[config.mk]
export PLATFORM = sky130hd
export DESIGN_NAME = concat_row_reader
export DESIGN_NICKNAME = d
export VERILOG_FILES = /design/src/rtl/concat_row_reader.sv
export SDC_FILE = /design/constraint.sdc
export NUM_CORES = 1
export LEC_CHECK = 0
export CAP_MARGIN = 20
export CELL_PAD_IN_SITES_DETAIL_PLACEMENT = 1
export CELL_PAD_IN_SITES_GLOBAL_PLACEMENT = 1
export CORE_UTILIZATION = 46
export CTS_BUF_LIST = sky130_fd_sc_hd__clkbuf_4 sky130_fd_sc_hd__clkbuf_8 sky130_fd_sc_hd__clkbuf_16
export CTS_CLUSTER_SIZE = 16
export DETAILED_ROUTE_END_ITERATION = 8
export DONT_BUFFER_PORTS = 1
export PLACE_DENSITY_LB_ADDON = 0.1
export SKIP_CTS_REPAIR_TIMING = 1
export SLEW_MARGIN = 20
export SYNTH_ARGS = -nofsm -noshare
export SYNTH_HDL_FRONTEND = slang
export SYNTH_SLANG_ARGS = --single-unit
[constraint.sdc]
create_clock -name clk -period 3.2 [get_ports clk]
set_input_delay 0.8 -clock clk [delete_from_list [all_inputs] [get_ports clk]]
set_output_delay 0.8 -clock clk [all_outputs]
set_load 0.005 [all_outputs]
[src/rtl/concat_row_reader.sv]
// concat_row_reader
//   Downstream consumer of the concat read FIFO. After a start pulse it waits
//   for the FIFO to report a full row (M_Ready) and for the consumer to accept
//   one (out_ready). It then bursts row_words reads and streams the words out
//   with a valid strobe. It repeats this for row_num rows and then pulses done.
//
//   Optional feature (macro CONCAT_ROW_PAD_EN): each output row is framed by
//   one zero word on each side, giving row_words+2 contiguous valid words.
//   FIFO traffic and M_count are the same in both builds.
//
// Ports
//   clk, rst     clock, synchronous active-high reset
//   start        1-cycle pulse; latches row_words/row_num (ignored while busy)
//   row_words    FIFO entries per row
//   row_num      rows per frame
//   M_count      FIFO threshold; the latched row_words
//   M_Ready      FIFO has at least M_count entries (registered in the FIFO)
//   fifo_rd_en   FIFO read strobe
//   fifo_dout    FIFO read data, valid the cycle after fifo_rd_en
//   out_ready    downstream can take a whole row; sampled only between rows
//   dout         output word; holds its last value while dout_valid is low
//   dout_valid   dout qualifier
//   busy         high from an accepted start until done
//   done         1-cycle pulse after the last word of the frame
module concat_row_reader #(
    parameter int WIDTH     = 128,
    parameter int ADDR_BITS = 10
) (
    input  logic                 clk,
    input  logic                 rst,
    input  logic                 start,
    input  logic [ADDR_BITS:0]   row_words,
    input  logic [15:0]          row_num,
    output logic [ADDR_BITS:0]   M_count,
    input  logic                 M_Ready,
    output logic                 fifo_rd_en,
    input  logic [WIDTH-1:0]     fifo_dout,
    input  logic                 out_ready,
    output logic [WIDTH-1:0]     dout,
    output logic                 dout_valid,
    output logic                 busy,
    output logic                 done
);

    typedef enum logic [2:0] {
        S_IDLE,
        S_WAIT,
        S_PAD_L,
        S_READ,
        S_PAD_R,
        S_GAP,
        S_DONE
    } state_t;

    localparam logic [ADDR_BITS:0] W_ONE = 1;
    localparam logic [15:0]        R_ONE = 16'd1;

    state_t               state;
    state_t               state_nxt;
    logic [ADDR_BITS:0]   rw_q;
    logic [15:0]          rn_q;
    logic [ADDR_BITS:0]   word_cnt;
    logic [15:0]          row_cnt;
    logic                 gap_cnt;
    logic                 busy_q;
    logic                 done_q;
    logic                 rd_d;      // read issued last cycle: fifo_dout is live now
    logic                 pad_d;     // pad word issued last cycle
    logic [WIDTH-1:0]     dout_q;    // last word shown, held while idle
    logic                 last_word;

    // rw_q is never zero in READ: a zero row_words goes straight to DONE.
    assign last_word = (word_cnt == rw_q - W_ONE);

    always_comb begin
        state_nxt = state;
        case (state)
            S_IDLE: begin
                if (start) begin
                    if (row_words == '0 || row_num == '0)
                        state_nxt = S_DONE;
                    else
                        state_nxt = S_WAIT;
                end
            end
            S_WAIT: begin
                if (M_Ready && out_ready) begin
`ifdef CONCAT_ROW_PAD_EN
                    state_nxt = S_PAD_L;
`else
                    state_nxt = S_READ;
`endif
                end
            end
`ifdef CONCAT_ROW_PAD_EN
            S_PAD_L: state_nxt = S_READ;
            S_PAD_R: state_nxt = S_GAP;
`endif
            S_READ: begin
                if (last_word) begin
`ifdef CONCAT_ROW_PAD_EN
                    state_nxt = S_PAD_R;
`else
                    state_nxt = S_GAP;
`endif
                end
            end
            // Two idle cycles let the FIFO's registered M_Ready catch up with
            // the entries just consumed before it is trusted again in WAIT.
            S_GAP: begin
                if (gap_cnt)
                    state_nxt = (row_cnt == rn_q) ? S_DONE : S_WAIT;
            end
            S_DONE:  state_nxt = S_IDLE;
            default: state_nxt = S_IDLE;
        endcase
    end

    always_ff @(posedge clk) begin
        if (rst) begin
            state    <= S_IDLE;
            rw_q     <= '0;
            rn_q     <= '0;
            word_cnt <= '0;
            row_cnt  <= '0;
            gap_cnt  <= 1'b0;
            busy_q   <= 1'b0;
            done_q   <= 1'b0;
            rd_d     <= 1'b0;
            pad_d    <= 1'b0;
            dout_q   <= '0;
        end else begin
            state  <= state_nxt;
            done_q <= 1'b0;
            rd_d   <= (state == S_READ);
            pad_d  <= (state == S_PAD_L) || (state == S_PAD_R);

            if (rd_d)
                dout_q <= fifo_dout;
            else if (pad_d)
                dout_q <= '0;

            case (state)
                S_IDLE: begin
                    if (start) begin
                        rw_q     <= row_words;
                        rn_q     <= row_num;
                        word_cnt <= '0;
                        row_cnt  <= '0;
                        gap_cnt  <= 1'b0;
                        busy_q   <= 1'b1;
                    end
                end
                S_READ: begin
                    if (last_word) begin
                        word_cnt <= '0;
                        row_cnt  <= row_cnt + R_ONE;
                    end else begin
                        word_cnt <= word_cnt + W_ONE;
                    end
                end
                S_GAP:  gap_cnt <= ~gap_cnt;
                S_DONE: begin
                    busy_q <= 1'b0;
                    done_q <= 1'b1;
                end
                default: ;
            endcase
        end
    end

    // The FIFO presents data one cycle after the read, so the output is
    // muxed straight from fifo_dout on that cycle instead of registered again.
    assign fifo_rd_en = (state == S_READ);
    assign dout_valid = rd_d | pad_d;
    assign dout       = rd_d ? fifo_dout : (pad_d ? '0 : dout_q);
    assign busy       = busy_q;
    assign done       = done_q;
    assign M_count    = rw_q;

endmodule
==> out/qor.log, run 1 <==
[timing] setup repair after global routing missed its margin no
[worst_hold_path] Hold WC Path Type input port to flip-flop
[timing] portion of the clock cycle consumed by the worst path in the final layout 89.1%
[global_routing] grt met1 use 28.2%
[synth] EDFF count, synth 0
[worst_hold_path] worst hold path startpoint rst
[synth] portion of synthesized cell area occupied by the leading cell type 48.4%
[power] static leakage power 3.32 nW
[power] switching share of power 30.9%
[timing] max_slew headroom 50.9%
[drt] average wire per standard cell 21.0 microns
[placement] RD Place Congestion 0.815
[synth] predominant post-synthesis flop cell sky130_fd_sc_hd__dfxtp_1
[drt] Vias per Instance 5.83
[timing] highest clock frequency the design can meet 0.351 GHz
[floorplan] initial core utilization 47.2%
[synth] Yosys reg bits 190
[synth] cell count after synthesis 826
[power] part of the power in the clock network 35.6%
[layout] Area Growth Syn to Fin 8.77%
[placement] detailed placer's ending HPWL 15000 microns
[timing] final setup violating endpoints 0
[drt] antenna-violating nets left 0
[clock_network] Clk Tree Root Cell sky130_fd_sc_hd__clkbuf_16
[setup_path] stage delay of the slowest cell on the critical path 0.40 ns
[synth] top cells by area, synth sky130_fd_sc_hd__dfxtp_1, sky130_fd_sc_hd__a22o_1, sky130_fd_sc_hd__nor2b_1, sky130_fd_sc_hd__xor2_1, sky130_fd_sc_hd__nand2_1
[synth] cell with the most instances after synthesis sky130_fd_sc_hd__dfxtp_1
[global_routing] Most Used Layer, Global Route met2
[global_routing] GRT Overall Usage 24.1%
[placement] PortBufs 0
[power] overall power consumption 5.87 mW
[synth] count of cell types in the netlist 49
[power] total power density per cell area 687 mW/mm^2
[power] fraction of power consumed by combinational cells 18.9%
[setup_path] critical path class flip-flop to flip-flop
[drt] post-detailed-routing wire length 21400 microns
[synth] Synth Area per Inst 9.52 sq um
[worst_hold_path] sink of the worst hold path M_count[10]$_SDFFE_PP0P_
[drt] detailed-router iteration count before antenna repair 4
[floorplan] Die Y 133 microns
[global_routing] global routing met3 resource utilization 6.05%
[drt] starting DRC count in detailed routing 297
[global_routing] vias in the first global route 6188
[power] Worst VDD drop 0.488 mV
[clock_network] Clock transition at path regs 0.07 ns
[setup_path] largest fanout on the critical path 18
[timing] Final Hold Fails 0
[setup_path] crit path cell chain inv_1 > ha_1 > nor3b_1 > nand2_1 > o311ai_2 > nor2_2 > nor4_4 > buf_4 > o2111ai_1 > xnor2_1 > nor2b_1
[synth] Synth warnings 0
[setup_path] critical path startpoint category flip-flop
[timing] Total Negative Setup Slacks 0 ns
[timing] Final Skew 0.0113 ns
[synth] nets in the synthesized netlist 989
[global_routing] wire length of the first global-routing pass 33400 microns
[setup_path] critical path required time 3.49 ns
[timing] Tightest Pin Transition 0.736 ns
[clock_network] sink count of the clock tree 190
[floorplan] x dimension of the die 133 microns
[floorplan] die outline area 0.0176 sq mm
[setup_path] cells on worst reg2reg path 11
[global_routing] antenna violations before repair 0
[synth] Seq/Total Area, Yosys 48.4%
[drt] drt drc 0
[synth] most area-hungry cell type in the Yosys netlist sky130_fd_sc_hd__dfxtp_1
[layout] number of antenna cells inserted 0
[power] switching power total 1.81 mW
[layout] utilization after layout 51.4%
[clock_network] TritonCTS clock tree done
[status] outcome complete, no violations
[global_routing] global route overflow 0
[setup_path] Crit Reg-Reg Endpoint row_cnt[15]$_SDFFE_PP0P_
[placement] Cell Area, Placed 0.00797 sq mm
[timing] worst slack on hold paths 0.444 ns
[setup_path] critical path arrival 3.14 ns
[floorplan] number of placement rows 47
[global_routing] maximum number of pins on one net before global-route repair 177
[clock_network] total clock buffers created by CTS 17
[drt] via count of the routed design 5944
[floorplan] I/O pin total 303
[synth] post-synth design cell area 0.00786 sq mm
[layout] Total Nets Final 950
[power] sequential share of power 45.5%
[clock_network] number of H-tree branching levels 4
[setup_path] Slowest cell on crit path sky130_fd_sc_hd__nor3b_1
[power] cell-internal power 4.06 mW
[clock_network] insertion delay to the later sink of the worst-skew pair 0.43 ns
[layout] fin area 0.00855 sq mm
[setup_path] worst path buffer plus inverter count 2
[timing] fin crit period 2.85 ns
[timing] Max Transition Viols Final 0
[setup_path] reg-to-reg setup timing slack 0.35 ns
[synth] Post-synth ARST share 0%
[clock_network] Bufs on Longest Clock Path 2
[setup_path] Critical R2R Launch M_count[0]$_SDFFE_PP0P_
[synth] most instantiated cells after synthesis sky130_fd_sc_hd__dfxtp_1, sky130_fd_sc_hd__a22o_1, sky130_fd_sc_hd__nor2b_1, sky130_fd_sc_hd__nand2_1, sky130_fd_sc_hd__clkbuf_1
[global_routing] GR Layer Usage met2 41.7%
[worst_hold_path] count of cells along the worst hold path 1
[layout] fraction of final layout cells sized beyond drive strength 1 6.50%
[setup_path] cell type group with the largest total delay on the critical path simple AND/OR/NAND/NOR gates
[flow_run] Max-cap violations 0
[setup_path] type of element capturing the critical path flip-flop
[floorplan] core area 0.0166 sq mm
## sequential cells by signal, indices dropped and copies added (netlist names)
name	flops
dout_q	128
rn_q	16
row_cnt	16
M_count	11
word_cnt	11
state	3
busy	1
done	1
gap_cnt	1
pad_d	1
rd_d	1
## worst max path at each step
stage / startpoint / to / cells past startpoint
after floorplan: M_count[0]$_SDFFE_PP0P_ / row_cnt[13]$_SDFFE_PP0P_ / 11
after global placement: M_count[0]$_SDFFE_PP0P_ / row_cnt[15]$_SDFFE_PP0P_ / 11
after detailed placement: M_count[0]$_SDFFE_PP0P_ / row_cnt[15]$_SDFFE_PP0P_ / 11
after CTS: M_count[0]$_SDFFE_PP0P_ / row_cnt[15]$_SDFFE_PP0P_ / 11
after global routing: M_count[0]$_SDFFE_PP0P_ / row_cnt[15]$_SDFFE_PP0P_ / 11
final: M_count[0]$_SDFFE_PP0P_ / row_cnt[15]$_SDFFE_PP0P_ / 11
## power by group through the flow
stage / Combinational [mW] / Sequential, mW / Clock (mW)
2_1_floorplan: 0.951 / 2.64 / 0
6_report: 1.11 / 2.67 / 2.09
3_5_place_dp: 1.11 / 2.72 / 0
4_1_cts: 1.12 / 2.67 / 2.14
3_3_place_gp: 1.07 / 2.72 / 0
5_1_grt: 1.23 / 2.69 / 2.23
## area by class of cell
type	instances	area, sq um
Fill cell	1853	8090
Timing Repair Buffer	6	70.1
Clock buffer	20	460
Sequential cell	190	3810
Multi-Input combinational cell	564	3780
Inverter	8	30.0
Clock inverter	12	123
Tap cell	220	275
## metrics by stage
| step | setup WS, ns | cells |
|---|---|---|
| 2_1_floorplan | 0.742 | 826 |
| 3_3_place_gp | 0.517 | 988 |
| 3_5_place_dp | 0.358 | 988 |
| 4_1_cts | 0.327 | 1020 |
| 5_1_grt | 0.129 | 1020 |
| 6_report | 0.349 | 1020 |
## logic make-up (layout without fill, tap and decap cells)
| kind of cell | Yosys count | count (layout) | share of synthesized area [%] |
|---|---|---|---|
| and+or+nand+nor | 307 | 307 | 21.5 |
| DFF | 190 | 190 | 48.4 |
| adders and majority gates | 3 | 3 | 0.478 |
| AOI/OAI and AO/OA | 209 | 209 | 21.1 |
| xor gates and xnor gates | 45 | 45 | 5.01 |
| buffers and inverters | 72 | 46 | 3.57 |
## cells in the final DEF, fill, tap and decap left out, types with 2 or more instances in the layout
| cell type | netlist | routed |
|---|---|---|
| sky130_fd_sc_hd__a21oi_1 | 45 | 45 |
| sky130_fd_sc_hd__a221o_1 | 2 | 2 |
| sky130_fd_sc_hd__a22o_1 | 130 | 130 |
| sky130_fd_sc_hd__a31oi_1 | 6 | 6 |
| sky130_fd_sc_hd__and2_1 | 5 | 5 |
| sky130_fd_sc_hd__and3_1 | 9 | 9 |
| sky130_fd_sc_hd__buf_12 | 0 | 2 |
| sky130_fd_sc_hd__buf_4 | 0 | 4 |
| sky130_fd_sc_hd__clkbuf_16 | 0 | 17 |
| sky130_fd_sc_hd__clkbuf_8 | 0 | 2 |
| sky130_fd_sc_hd__clkinvlp_4 | 0 | 4 |
| sky130_fd_sc_hd__dfxtp_1 | 190 | 189 |
| sky130_fd_sc_hd__ha_1 | 3 | 3 |
| sky130_fd_sc_hd__inv_1 | 8 | 8 |
| sky130_fd_sc_hd__inv_6 | 0 | 4 |
| sky130_fd_sc_hd__inv_8 | 0 | 2 |
| sky130_fd_sc_hd__nand2_1 | 72 | 72 |
| sky130_fd_sc_hd__nand2b_1 | 5 | 5 |
| sky130_fd_sc_hd__nand3_1 | 5 | 5 |
| sky130_fd_sc_hd__nand4_1 | 7 | 7 |
| sky130_fd_sc_hd__nor2_1 | 31 | 30 |
| sky130_fd_sc_hd__nor2b_1 | 130 | 130 |
| sky130_fd_sc_hd__nor3_1 | 11 | 11 |
| sky130_fd_sc_hd__nor3b_1 | 3 | 3 |
| sky130_fd_sc_hd__nor4_1 | 13 | 13 |
| sky130_fd_sc_hd__nor4_4 | 2 | 2 |
| sky130_fd_sc_hd__o2111ai_1 | 5 | 5 |
| sky130_fd_sc_hd__o211ai_1 | 3 | 3 |
| sky130_fd_sc_hd__o211ai_2 | 2 | 2 |
| sky130_fd_sc_hd__o21ai_0 | 4 | 4 |
| sky130_fd_sc_hd__or2_2 | 2 | 2 |
| sky130_fd_sc_hd__or3_1 | 6 | 6 |
| sky130_fd_sc_hd__xnor2_1 | 11 | 11 |
| sky130_fd_sc_hd__xor2_1 | 34 | 34 |
## metal layers
layer / up-vias / routed length (microns)
met3: 47 / 1130
met1: 2836 / 8970
met4: 0 / 697
li1: 2846 / -
met5: - / 0
met2: 215 / 10600
(Power assumes the default switching activity.)
==> run 2, diff against run 1 <==
--- a/config.mk
+++ b/config.mk
@@ -5,10 +5,9 @@
 export SDC_FILE = /design/constraint.sdc
 export NUM_CORES = 1
 export LEC_CHECK = 0
-export CAP_MARGIN = 20
 export CELL_PAD_IN_SITES_DETAIL_PLACEMENT = 1
 export CELL_PAD_IN_SITES_GLOBAL_PLACEMENT = 1
-export CORE_UTILIZATION = 46
+export CORE_UTILIZATION = 50
 export CTS_BUF_LIST = sky130_fd_sc_hd__clkbuf_4 sky130_fd_sc_hd__clkbuf_8 sky130_fd_sc_hd__clkbuf_16
 export CTS_CLUSTER_SIZE = 16
 export DETAILED_ROUTE_END_ITERATION = 8
==> constraint.sdc (replaced) <==
create_clock -name clk -period 3.6 [get_ports clk]
set_input_delay 0.9 -clock clk [delete_from_list [all_inputs] [get_ports clk]]
set_output_delay 0.9 -clock clk [all_outputs]
set_load 0.005 [all_outputs]
==> run 2 against run 1 <==
Cell count fell by 0.88%. First-iteration DRC count increased by 5.7%. Utilization increased by 4.8 points. Critical path type is now flip-flop to output pin. Largest power group unchanged. Highest routed layer unchanged.
==> out/qor.log, run 2 (synthesis gave the netlist of run 1 again) <==
[status] outcome complete, no violations [unchanged]
[layout] commonest cells after routing, fill and taps aside sky130_fd_sc_hd__dfxtp_1, sky130_fd_sc_hd__nor2b_1, sky130_fd_sc_hd__a22o_1, sky130_fd_sc_hd__nand2_1, sky130_fd_sc_hd__a21oi_1 [unchanged]
[power] sequential share of power 44.4% [was 45.5%]
[worst_hold_path] count of cells along the worst hold path 2 [was 1]
[layout] most common cell after layout, fill and taps aside sky130_fd_sc_hd__dfxtp_1 [unchanged]
[setup_path] Crit Reg-Reg Endpoint row_cnt[5]$_SDFFE_PP0P_ [was row_cnt[15]$_SDFFE_PP0P_]
[timing] Max Transition Viols Final 0 [unchanged]
[layout] largest registers dout_q (128), rn_q (16), row_cnt (16) [unchanged]
[clock_network] Clk Tree Root Cell sky130_fd_sc_hd__clkbuf_16 [unchanged]
[layout] Storage cell area 0.00381 sq mm [unchanged]
[power] switching share of power 30.4% [was 30.9%]
[timing] highest clock frequency the design can meet 0.318 GHz
[global_routing] antenna violations before repair 0 [unchanged]
[setup_path] type of element capturing the critical path output pin [was flip-flop]
[floorplan] number of placement rows 45 [was 47]
[placement] Place WS 0.812 ns [was 0.358 ns]
[placement] Cell Area, Placed 0.00794 sq mm [was 0.00797 sq mm]
[drt] via count of the routed design 6035 [was 5944]
[setup_path] stage delay of the slowest cell on the critical path 0.82 ns [was 0.40 ns]
[timing] final setup violating endpoints 0 [unchanged]
[worst_hold_path] Hold WC Path Type flip-flop to flip-flop [was input port to flip-flop]
[floorplan] Die Y 127 microns [was 133 microns]
[placement] PortBufs 0 [unchanged]
[layout] Total Nets Final 950 [unchanged]
[clock_network] insertion delay to the later sink of the worst-skew pair 0.44 ns [was 0.43 ns]
[floorplan] x dimension of the die 127 microns [was 133 microns]
[clock_network] sink count of the clock tree 190 [unchanged]
[drt] drt drc 0 [unchanged]
[clock_network] Bufs on Longest Clock Path 2 [unchanged]
[timing] fin crit period 3.14 ns
[layout] Largest register FFs 128 [unchanged]
[clock_network] total clock buffers created by CTS 17 [unchanged]
[layout] combined area of the multi-input logic cells 0.00378 sq mm [unchanged]
[placement] RD Place Congestion 0.826 [was 0.815]
[global_routing] vias in the first global route 6177 [was 6188]
[setup_path] critical path required time 2.70 ns [was 3.49 ns]
[setup_path] Slowest cell on crit path sky130_fd_sc_hd__dfxtp_4 [was sky130_fd_sc_hd__nor3b_1]
[setup_path] critical path startpoint category flip-flop [unchanged]
[timing] Tightest Pin Transition 0.766 ns [was 0.736 ns]
[layout] number of antenna cells inserted 0 [unchanged]
[layout] fin area 0.00857 sq mm [was 0.00855 sq mm]
[clock_network] number of H-tree branching levels 4 [unchanged]
[layout] Area Growth Syn to Fin 9.03% [was 8.77%]
[setup_path] critical path class flip-flop to output pin [was flip-flop to flip-flop]
[setup_path] Critical R2R Launch M_count[0]$_SDFFE_PP0P_ [unchanged]
[power] Worst VDD drop 0.453 mV [was 0.488 mV]
[power] total power density per cell area 627 mW/mm^2 [was 687 mW/mm^2]
[setup_path] crit path cell chain buf_4 > a22o_1 [was inv_1 > ha_1 > nor3b_1 > nand2_1 > o311ai_2 > nor2_2 > nor4_4 > buf_4 > o2111ai_1 > xnor2_1 > nor2b_1]
[drt] starting DRC count in detailed routing 314 [was 297]
[timing] portion of the clock cycle consumed by the worst path in the final layout 87.2%
[floorplan] initial core utilization 51.5% [was 47.2%]
[clock_network] Clock transition at path regs 0.07 ns [about the same]
[layout] register bank with the most flops dout_q [unchanged]
[timing] Final Hold Fails 0 [unchanged]
[layout] number of inserted filler cells in the final layout 1675 [was 1853]
[worst_hold_path] sink of the worst hold path rn_q[10]$_SDFFE_PP0P_ [was M_count[10]$_SDFFE_PP0P_]
[timing] min setup slack post-route 0.459 ns [was 0.349 ns]
[flow_run] Max-cap violations 0 [unchanged]
[setup_path] critical path arrival 2.24 ns [was 3.14 ns]
[power] cell-internal power 3.74 mW [was 4.06 mW]
[drt] antenna-violating nets left 0 [unchanged]
[global_routing] wire length of the first global-routing pass 33200 microns [was 33400 microns]
[power] part of the power in the clock network 37.2% [was 35.6%]
[worst_hold_path] worst hold path startpoint rn_q[10]$_SDFFE_PP0P_ [was rst]
[drt] Vias per Instance 5.97 [was 5.83]
[global_routing] global route overflow 0 [unchanged]
[clock_network] TritonCTS clock tree done [unchanged]
[layout] utilization after layout 56.2% [was 51.4%]
[setup_path] reg-to-reg setup timing slack 0.77 ns [was 0.35 ns]
[setup_path] cells on worst reg2reg path 11 [unchanged]
[drt] post-detailed-routing wire length 21900 microns [was 21400 microns]
[timing] Total Negative Setup Slacks 0 ns [unchanged]
[power] switching power total 1.64 mW [was 1.81 mW]
[floorplan] die outline area 0.0162 sq mm [was 0.0176 sq mm]
[power] overall power consumption 5.38 mW [was 5.87 mW]
[global_routing] maximum number of pins on one net before global-route repair 177 [unchanged]
[timing] setup repair after global routing missed its margin no [unchanged]
[power] static leakage power 3.35 nW [was 3.32 nW]
[timing] Final Skew 0.0137 ns [was 0.0113 ns]
[global_routing] GRT Overall Usage 26.5% [was 24.1%]
[timing] max_slew headroom 48.9% [was 50.9%]
[layout] fraction of final layout cells sized beyond drive strength 1 6.50% [unchanged]
[floorplan] core area 0.0153 sq mm [was 0.0166 sq mm]
[drt] average wire per standard cell 21.6 microns [was 21.0 microns]
[floorplan] I/O pin total 303 [unchanged]
[drt] detailed-router iteration count before antenna repair 4 [unchanged]
[placement] detailed placer's ending HPWL 15100 microns [was 15000 microns]
[power] fraction of power consumed by combinational cells 18.4% [was 18.9%]
[setup_path] largest fanout on the critical path 72 [was 18]
## run 2: cell types whose count changed in the layout (fill, tap and decap cells not counted), sizes merged
| cell | delta |
|---|---|
| bufinv | +2 |
| clkinv | +2 |
| clkinvlp | -3 |
| clkbuf | -1 |
## run 2: layout make-up
| class | instances | share of cell area, % |
|---|---|---|
| Inverter | 8 | 0.350 |
| Sequential cell | 190 | 44.4 |
| Clock buffer | 19 | 5.29 |
| Clock inverter | 13 | 2.03 |
| Timing Repair Buffer | 6 | 0.672 |
| Tap cell | 211 | 3.08 |
| Multi-Input combinational cell | 564 | 44.2 |
## run 2: stage by stage
stage / std cells / hold slack (ns)
after floorplan: 826 / 0.448
after global placement: 979 / 0.457
after detailed placement: 979 / 0.458
after CTS: 1011 / 0.468
after global routing: 1011 / 0.480
final: 1011 / 0.473
## run 2: power by group through the flow
stage / logic [mW] / clock network [mW] / registers (mW)
global route: 1.08 / 2.13 / 2.41
global placement: 0.932 / 0 / 2.43
CTS: 0.989 / 2.03 / 2.39
detailed placement: 0.977 / 0 / 2.43
floorplan: 0.846 / 0 / 2.35
finish: 0.989 / 2.00 / 2.39
## run 2: critical path: cells and delay by family (launching register included)
family	cells	cell delay, ns
flip-flops	1	0.82
buffers and inverters	1	0.63
AO/OA/AOI/OAI	1	0.34
## run 2: worst max path at each step
| stage | startpoint | to | cells after the start |
|---|---|---|---|
| after CTS | rd_d$_SDFF_PP0_ | dout[31] | 2 |
| after global routing | rd_d$_SDFF_PP0_ | dout[31] | 2 |
| after detailed placement | M_count[0]$_SDFFE_PP0P_ | row_cnt[15]$_SDFFE_PP0P_ | 11 |
| after floorplan | M_count[0]$_SDFFE_PP0P_ | row_cnt[13]$_SDFFE_PP0P_ | 11 |
| final | rd_d$_SDFF_PP0_ | dout[31] | 2 |
| after global placement | M_count[0]$_SDFFE_PP0P_ | row_cnt[15]$_SDFFE_PP0P_ | 11 |
## run 2: layer usage
metal	routed length, microns	track usage, %	up-vias
li1	-	-	2837
met1	8840	29.7	2904
met3	1410	8.17	54
met4	762	13.4	0
met2	10900	45.5	240
met5	0	0	-
==> run 3, diff against run 2 <==
--- a/config.mk
+++ b/config.mk
@@ -12,7 +12,7 @@
 export CTS_CLUSTER_SIZE = 16
 export DETAILED_ROUTE_END_ITERATION = 8
 export DONT_BUFFER_PORTS = 1
-export PLACE_DENSITY_LB_ADDON = 0.1
+export PLACE_DENSITY = 0.84
 export SKIP_CTS_REPAIR_TIMING = 1
 export SLEW_MARGIN = 20
 export SYNTH_ARGS = -nofsm -noshare
==> run 3 against run 2 <==
Sequential share of layout area is 0.16 points higher. Critical path depth is 9 higher. Sequential cell count unchanged. Via count is 0.28% higher. Maximum frequency increased by 0.92%. Largest cell class unchanged. Largest power group unchanged.
==> out/qor.log, run 3 (synthesis gave the netlist of run 1 again) <==
[status] outcome complete, no violations [unchanged]
[layout] commonest cells after routing, fill and taps aside sky130_fd_sc_hd__dfxtp_1, sky130_fd_sc_hd__nor2b_1, sky130_fd_sc_hd__a22o_1, sky130_fd_sc_hd__nand2_1, sky130_fd_sc_hd__a21oi_1 [unchanged]
[timing] Final Hold Fails 0 [unchanged]
[timing] max_slew headroom 48.6% [was 48.9%]
[drt] starting DRC count in detailed routing 312 [was 314]
[placement] Cells after DPL 980 [was 979]
[floorplan] initial core utilization 51.5% [unchanged]
[timing] Tightest Pin Transition 0.772 ns [was 0.766 ns]
[setup_path] critical path arrival 3.40 ns [was 2.24 ns]
[layout] Largest register FFs 128 [unchanged]
[global_routing] GRT Overall Usage 25.8% [was 26.5%]
[timing] final setup violating endpoints 0 [unchanged]
[placement] RD Place Congestion 0.841 [was 0.826]
[layout] largest registers dout_q (128), rn_q (16), row_cnt (16) [unchanged]
[timing] Max Transition Viols Final 0 [unchanged]
[power] total power density per cell area 613 mW/mm^2 [was 627 mW/mm^2]
[layout] number of inserted filler cells in the final layout 1702 [was 1675]
[flow_run] Max-cap violations 0 [unchanged]
[clock_network] TritonCTS clock tree done [unchanged]
[global_routing] antenna violations before repair 0 [unchanged]
[timing] highest clock frequency the design can meet 0.321 GHz [was 0.318 GHz]
[floorplan] core area 0.0153 sq mm [unchanged]
[timing] fin crit period 3.11 ns [was 3.14 ns]
[worst_hold_path] Hold WC Path Type flip-flop to flip-flop [unchanged]
[layout] combined area of the multi-input logic cells 0.00378 sq mm [unchanged]
[setup_path] type of element capturing the critical path flip-flop [was output pin]
[layout] most common cell after layout, fill and taps aside sky130_fd_sc_hd__dfxtp_1 [unchanged]
[global_routing] maximum number of pins on one net before global-route repair 177 [unchanged]
[drt] antenna-violating nets left 0 [unchanged]
[setup_path] largest fanout on the critical path 10 [was 72]
[layout] fraction of final layout cells sized beyond drive strength 1 6.62% [was 6.50%]
[timing] worst slack on hold paths 0.470 ns [was 0.473 ns]
[clock_network] insertion delay to the later sink of the worst-skew pair 0.43 ns [was 0.44 ns]
[clock_network] sink count of the clock tree 190 [unchanged]
[power] overall power consumption 5.24 mW [was 5.38 mW]
[power] Worst VDD drop 0.376 mV [was 0.453 mV]
[floorplan] Die Y 127 microns [unchanged]
[setup_path] critical path required time 3.89 ns [was 2.70 ns]
[floorplan] x dimension of the die 127 microns [unchanged]
[global_routing] vias in the first global route 6209 [was 6177]
[timing] min setup slack post-route 0.488 ns [was 0.459 ns]
[global_routing] global route overflow 0 [unchanged]
[layout] fin area 0.00854 sq mm [was 0.00857 sq mm]
[layout] utilization after layout 56.0% [was 56.2%]
[layout] final instance count without filler cells 1012 [was 1011]
[drt] average wire per standard cell 21.4 microns [was 21.6 microns]
[floorplan] number of placement rows 45 [unchanged]
[drt] via count of the routed design 6052 [was 6035]
[layout] Area Growth Syn to Fin 8.63% [was 9.03%]
[timing] portion of the clock cycle consumed by the worst path in the final layout 86.4% [was 87.2%]
[clock_network] Clock transition at path regs 0.07 ns [about the same]
[layout] Storage cell area 0.00381 sq mm [unchanged]
[drt] post-detailed-routing wire length 21700 microns [was 21900 microns]
[drt] drt drc 0 [unchanged]
[timing] Final Skew 0.0122 ns [was 0.0137 ns]
[setup_path] critical path startpoint category flip-flop [unchanged]
[floorplan] I/O pin total 303 [unchanged]
[layout] number of antenna cells inserted 0 [unchanged]
[placement] Place WS 0.567 ns [was 0.812 ns]
[timing] Total Negative Setup Slacks 0 ns [unchanged]
[clock_network] Clk Tree Root Cell sky130_fd_sc_hd__clkbuf_16 [unchanged]
[clock_network] Bufs on Longest Clock Path 2 [unchanged]
[setup_path] critical path class flip-flop to flip-flop [was flip-flop to output pin]
[clock_network] total clock buffers created by CTS 17 [unchanged]
[layout] register bank with the most flops dout_q [unchanged]
[layout] Total Nets Final 951 [was 950]
[drt] Vias per Instance 5.98 [was 5.97]
[placement] detailed placer's ending HPWL 15000 microns [was 15100 microns]
[global_routing] wire length of the first global-routing pass 32500 microns [was 33200 microns]
[placement] PortBufs 0 [unchanged]
[drt] detailed-router iteration count before antenna repair 4 [unchanged]
[timing] setup repair after global routing missed its margin no [unchanged]
[floorplan] die outline area 0.0162 sq mm [unchanged]
[clock_network] number of H-tree branching levels 4 [unchanged]
[placement] Cell Area, Placed 0.00795 sq mm [was 0.00794 sq mm]
[power] static leakage power 3.33 nW [was 3.35 nW]
## run 3: changes by cell type in the layout (fill, tap and decap cells not counted), sizes merged
cell      before  now
clkinvlp       1    2
buf            6    7
bufinv         3    1
inv           14   15
## run 3: area by class of cell
| type | count | share of cell area [%] |
|---|---|---|
| clock buffer | 19 | 5.16 |
| clock inverter | 13 | 1.73 |
| tap | 211 | 3.09 |
| timing repair buffer | 7 | 0.762 |
| multi-input combinational | 564 | 44.3 |
| inverter | 8 | 0.352 |
| sequential | 190 | 44.6 |
## run 3: worst paths after layout
check | from | end | slack (ns) | depth (start not counted)
worst max-delay path | M_count[0]$_SDFFE_PP0P_ | row_cnt[5]$_SDFFE_PP0P_ | 0.49 | 11
worst min-delay path | rn_q[6]$_SDFFE_PP0P_ | rn_q[6]$_SDFFE_PP0P_ | 0.47 | 2
worst max register to register | M_count[0]$_SDFFE_PP0P_ | row_cnt[5]$_SDFFE_PP0P_ | 0.49 | 11
worst min register to register | rn_q[6]$_SDFFE_PP0P_ | rn_q[6]$_SDFFE_PP0P_ | 0.47 | 2
## run 3: report_power, final
group | switching (mW) | leakage [nW] | internal [mW]
sequential | 0.158 | 1.54 | 2.23
combinational | 0.619 | 1.51 | 0.367
clock | 0.867 | 0.285 | 1.00
## run 3: worst max-delay path, stage by stage (launching register included)
cell,delay (ns)
sky130_fd_sc_hd__dfxtp_1,0.39
sky130_fd_sc_hd__inv_1,0.09
sky130_fd_sc_hd__ha_1,0.25
sky130_fd_sc_hd__nor3b_1,0.40
sky130_fd_sc_hd__nand2_1,0.16
sky130_fd_sc_hd__o311ai_2,0.31
sky130_fd_sc_hd__nor2_2,0.13
sky130_fd_sc_hd__nor4_4,0.60
sky130_fd_sc_hd__buf_4,0.28
sky130_fd_sc_hd__o2111ai_1,0.14
sky130_fd_sc_hd__xor2_1,0.17
sky130_fd_sc_hd__nor2_1,0.05
## run 3: routing by layer
layer,track usage (%),wire length (microns),vias up
met5,0,0,-
met4,10.2,523,0
met3,8.75,1500,42
met2,47.3,11300,235
met1,26.9,8360,2940
li1,-,-,2835
